--- src/rtl/s2p_collector.sv ---
// rtl/s2p_collector.sv - LSB-first serial-to-parallel word collector with single-entry output slot
//
// Gathers a framed, bit-serial stream into WIDTH-bit words and presents each
// completed word on a holding register with a valid/ready handshake. Words that
// complete while the slot is still occupied are dropped and recorded in a
// sticky overflow flag.
//
// Ports:
//   clk          system clock, rising edge
//   reset        asynchronous active-high reset
//   bit_in       serial data bit, LSB first
//   bit_valid    bit_in is sampled on this edge only when high
//   frame_start  with bit_valid, marks bit_in as bit 0 of a new word
//   word_ready   consumer accepts word_out on this edge when word_valid is high
//   clr_ovf      synchronous clear of overflow (a same-edge drop wins)
//   word_out     assembled word, stable while word_valid is high
//   word_valid   word_out holds an unconsumed word
//   busy         high while collecting a frame
//   overflow     sticky, a completed word was dropped

module s2p_collector #(
    parameter int WIDTH = 8
) (
    input  logic             clk,
    input  logic             reset,
    input  logic             bit_in,
    input  logic             bit_valid,
    input  logic             frame_start,
    input  logic             word_ready,
    input  logic             clr_ovf,
    output logic [WIDTH-1:0] word_out,
    output logic             word_valid,
    output logic             busy,
    output logic             overflow
);

    localparam int CW = (WIDTH > 2) ? $clog2(WIDTH) : 1;
    localparam logic [CW-1:0] LAST_IDX = CW'(WIDTH - 1);

    typedef enum logic {
        IDLE,
        COLLECT
    } state_t;

    state_t             state_q;
    logic [CW-1:0]      cnt_q;
    logic [WIDTH-2:0]   sr_q;
    logic [WIDTH-1:0]   word_out_q;
    logic               word_valid_q;
    logic               overflow_q;

    logic               complete_d;
    logic               slot_free_d;
    logic               load_d;
    logic               drop_d;

    // A word completes on the last data bit of a frame; a frame_start on that
    // same edge takes priority and restarts the frame instead.
    always_comb begin
        complete_d  = 1'b0;
        if (state_q == COLLECT && bit_valid && !frame_start && cnt_q == LAST_IDX) begin
            complete_d = 1'b1;
        end
        // The slot counts as free when the consumer empties it on this same edge.
        slot_free_d = !word_valid_q || word_ready;
        load_d      = complete_d && slot_free_d;
        drop_d      = complete_d && !slot_free_d;
    end

    always_ff @(posedge clk or posedge reset) begin
        if (reset) begin
            state_q      <= IDLE;
            cnt_q        <= '0;
            sr_q         <= '0;
            word_out_q   <= '0;
            word_valid_q <= 1'b0;
            overflow_q   <= 1'b0;
        end else begin
            // Output slot: a load overrides a simultaneous consume.
            if (load_d) begin
                word_out_q   <= {bit_in, sr_q};
                word_valid_q <= 1'b1;
            end else if (word_valid_q && word_ready) begin
                word_valid_q <= 1'b0;
            end

            if (drop_d) begin
                overflow_q <= 1'b1;
            end else if (clr_ovf) begin
                overflow_q <= 1'b0;
            end

            case (state_q)
                IDLE: begin
                    if (bit_valid && frame_start) begin
                        sr_q[0] <= bit_in;
                        cnt_q   <= CW'(1);
                        state_q <= COLLECT;
                    end
                end
                COLLECT: begin
                    if (bit_valid) begin
                        if (frame_start) begin
                            sr_q[0] <= bit_in;
                            cnt_q   <= CW'(1);
                        end else if (cnt_q == LAST_IDX) begin
                            cnt_q   <= '0;
                            state_q <= IDLE;
                        end else begin
                            sr_q[cnt_q] <= bit_in;
                            cnt_q       <= cnt_q + CW'(1);
                        end
                    end
                end
                default: begin
                    state_q <= IDLE;
                    cnt_q   <= '0;
                end
            endcase
        end
    end

    assign word_out   = word_out_q;
    assign word_valid = word_valid_q;
    assign overflow   = overflow_q;
    assign busy       = (state_q == COLLECT);

endmodule

--- config.mk ---
export PLATFORM = sky130hd
export DESIGN_NAME = s2p_collector
export DESIGN_NICKNAME = d
export VERILOG_FILES = /design/src/rtl/s2p_collector.sv
export SDC_FILE = /design/constraint.sdc
export NUM_CORES = 1
export LEC_CHECK = 0
export ABC_AREA = 1
export CAP_MARGIN = 20
export CORE_MARGIN = 1.5
export CORE_UTILIZATION = 50
export CTS_BUF_LIST = sky130_fd_sc_hd__clkbuf_4
export CTS_CLUSTER_SIZE = 40
export DETAILED_ROUTE_END_ITERATION = 8
export PLACE_DENSITY = 0.89
export SLEW_MARGIN = 20
export SYNTH_ARGS = -nofsm -noshare
export SYNTH_HDL_FRONTEND = slang
export SYNTH_SLANG_ARGS = --single-unit
--- constraint.sdc ---
create_clock -name clk -period 2.3 [get_ports clk]
set_clock_uncertainty 0.1 [all_clocks]
set_input_delay 0.575 -clock clk [delete_from_list [all_inputs] [get_ports clk]]
set_output_delay 0.575 -clock clk [all_outputs]
set_load 0.03 [all_outputs]
==> impl_metrics.env <==
export IMPL_row_count=15
export IMPL_drc=0
export IMPL_r2r_start="cnt_q[0]"
export IMPL_fp_dieArea_sq_mm=0.00227
export IMPL_syn_instance_count=122
export IMPL_hpwl_um=1410
export IMPL_drtIter0Drc=5
export IMPL_ant_nets=0
export IMPL_synth_ff_type="dfrtp_1"
export IMPL_cts_path_max_buffers=2
export IMPL_drive_gt1_share_pct=7.80
export IMPL_power_density_mw_per_mm2=707
export IMPL_grt_pass1_wl_um=3060
export IMPL_synth_nets=131
export IMPL_clk_latency_ns=0.31
export IMPL_dpl_cell_area_sq_mm=0.00118
export IMPL_synth_cell_area_sq_um=998
export IMPL_n_antenna_cell=0
export IMPL_vdd_drop_max_mv=0.563
export IMPL_clkSinkCount=21
export IMPL_path_clk_slew_ns=0.12
export IMPL_tightest_slew_ns=0.469
export IMPL_fp_coreArea_sq_mm=0.00180
export IMPL_fin_area_sq_mm=0.00121
export IMPL_fin_util_pct=67.1
export IMPL_port_buffers=17
export IMPL_fp_dieH_um=47.7
export IMPL_wl_um=1860
export IMPL_hold_path_class="reg2reg"
export IMPL_hold_viol=0
export IMPL_crit_fanout=5
export IMPL_slew_headroom_pct=68.7
export IMPL_synthDistinctLibCells=18
export IMPL_ios=18
export IMPL_cpPeakStageDelay_ns=0.70
export IMPL_hold_depth=2
export IMPL_gp_congestion=0.836
export IMPL_grt_overflow=0
export IMPL_track_usage_pct=19.8
export IMPL_synthToLayoutAreaGrowth_pct=21.1
export IMPL_initial_core_util_pct=55.4
export IMPL_critical_path_top_delay_family="buffers and inverters"
export IMPL_cts_tree="yes"
export IMPL_postCtsSetupBuffers=0
export IMPL_cp_cell_sequence="clkdlybuf4s50_1"
export IMPL_p_leak_nw=0.628
export IMPL_async_flop_share_pct=100
export IMPL_rsz0062_at_grt="false"
export IMPL_rr_worst_depth=8
export IMPL_startpoint_type="register"
export IMPL_grt_pass1_vias=751
export IMPL_ctsResizeCount=0
export IMPL_fin_nets=151
export IMPL_cp_depth=1
export IMPL_ys_seq_elements=21
export IMPL_crit_type="reg2out"
export IMPL_finalSetupViolations=0
export IMPL_cap_viol_max_count=0
export IMPL_cts_hold_buffers=0
export IMPL_synth_edf_count=0
export IMPL_finalMaxSlewViolations=0
export IMPL_wl_per_cell_um=11.2
export IMPL_htree_levels=1
export IMPL_cts_root_buf="clkbuf_4"
export IMPL_hold_start="word_out[5]"
export IMPL_critPathCaptureType="output pin"
export IMPL_fin_crit_sh_pct=92.0
export IMPL_required_ns=1.62
export IMPL_die_w_um=47.7
export IMPL_grt_start_max_net_pins=22
export IMPL_drt_pass1_iter_count=4
export IMPL_ys_seq_area_share_pct=52.6
export IMPL_yosys_warnings=0
export IMPL_fmax_mhz=472
export IMPL_tns_ns=0
export IMPL_outcome="complete, no violations"
export IMPL_dr_total_vias=812
export IMPL_syn_mean_instance_area_sq_um=8.18
export IMPL_routed_via_density=4.89
export IMPL_antenna_found_initial=0
export IMPL_crit_buf_inv=1
export IMPL_crit_start="busy"
export IMPL_cpMaxStageDelayCell="clkdlybuf4s50_1"
export IMPL_crit_arrival_ns=1.44
export IMPL_min_period_ns=2.12
export IMPL_cts_buffers=3
-- synth_stat cells, types with 2 or more instances --
library cell	n	area [sq um]
buf_6	2	22.5
nand3_1	9	45.0
inv_1	13	48.8
ha_1	2	25.0
nand2_1	49	184
nor3_1	2	10.0
nor2_1	5	18.8
nor2_2	3	18.8
o21ai_0	3	15.0
o21ai_1	6	30.0
dfrtp_1	21	526
-- power breakdown --
| group | leakage, nW | total (mW) | internal (mW) | switching, mW |
|---|---|---|---|---|
| Clock | 0.0177 | 0.177 | 0.0650 | 0.112 |
| Combinational | 0.335 | 0.196 | 0.0779 | 0.118 |
| Sequential | 0.276 | 0.482 | 0.434 | 0.0480 |
| Total | 0.628 | 0.854 | 0.577 | 0.277 |
-- cell families after synthesis --
group / Yosys count / synth area share (%)
AND/OR/NAND/NOR: 70 / 29.8
AO/OA/AOI/OAI: 13 / 7.52
buffers and inverters: 16 / 7.52
flip-flops: 21 / 52.6
adder cells (fa/ha/maj): 2 / 2.51
-- layout make-up --
type / count / area (sq um)
Timing Repair Buffer: 18 / 178
Fill cell: 169 / 593
Inverter: 13 / 48.8
Multi-Input combinational cell: 85 / 398
Clock inverter: 1 / 5.00
Clock buffer: 3 / 22.5
Sequential cell: 21 / 526
Tap cell: 25 / 31.3
-- cells in the final DEF, fill, tap and decap left out, types with 3 or more instances in the layout --
master / netlist / final
o21ai_1: 6 / 6
dfrtp_1: 21 / 21
nor2_1: 5 / 5
nand3_1: 9 / 9
nor2_2: 3 / 3
nand2_1: 49 / 49
clkbuf_4: 0 / 3
inv_1: 13 / 13
clkdlybuf4s50_1: 0 / 17
o21ai_0: 3 / 3
-- state kept, by name, summed over array words and instances, names as in the netlist --
signal	flops
overflow	1
word_out	8
sr_q	7
busy	1
word_valid	1
cnt_q	3
-- per-stage QoR --
| stage | total power, mW | hold WS, ns | instances | worst slack (ns) |
|---|---|---|---|---|
| after floorplan | 0.611 | 0.342 | 122 | 0.689 |
| after global placement | 0.674 | 0.355 | 162 | 0.241 |
| after detailed placement | 0.686 | 0.369 | 162 | 0.224 |
| after CTS | 0.863 | 0.397 | 166 | 0.183 |
| after global routing | 0.910 | 0.422 | 166 | 0.145 |
| final | 0.854 | 0.390 | 166 | 0.183 |
-- metal layers --
metal	track usage, %	wire length [um]	vias to the layer above
li1	-	-	425
met2	34.4	895	15
met5	0	0	-
met1	24.1	864	367
met4	9.73	40	0
met3	2.26	63	5
-- worst paths after layout --
check / end / slack (ns)
worst min register to register: word_out[5] / 0.39
worst max-delay path: busy / 0.18
worst min-delay path: word_out[5] / 0.39
worst max register to register: sr_q[5] / 0.44
min in group asynchronous: overflow / 0.49
max in group asynchronous: cnt_q[0] / 1.40
Power figures use the tool's default switching activity.
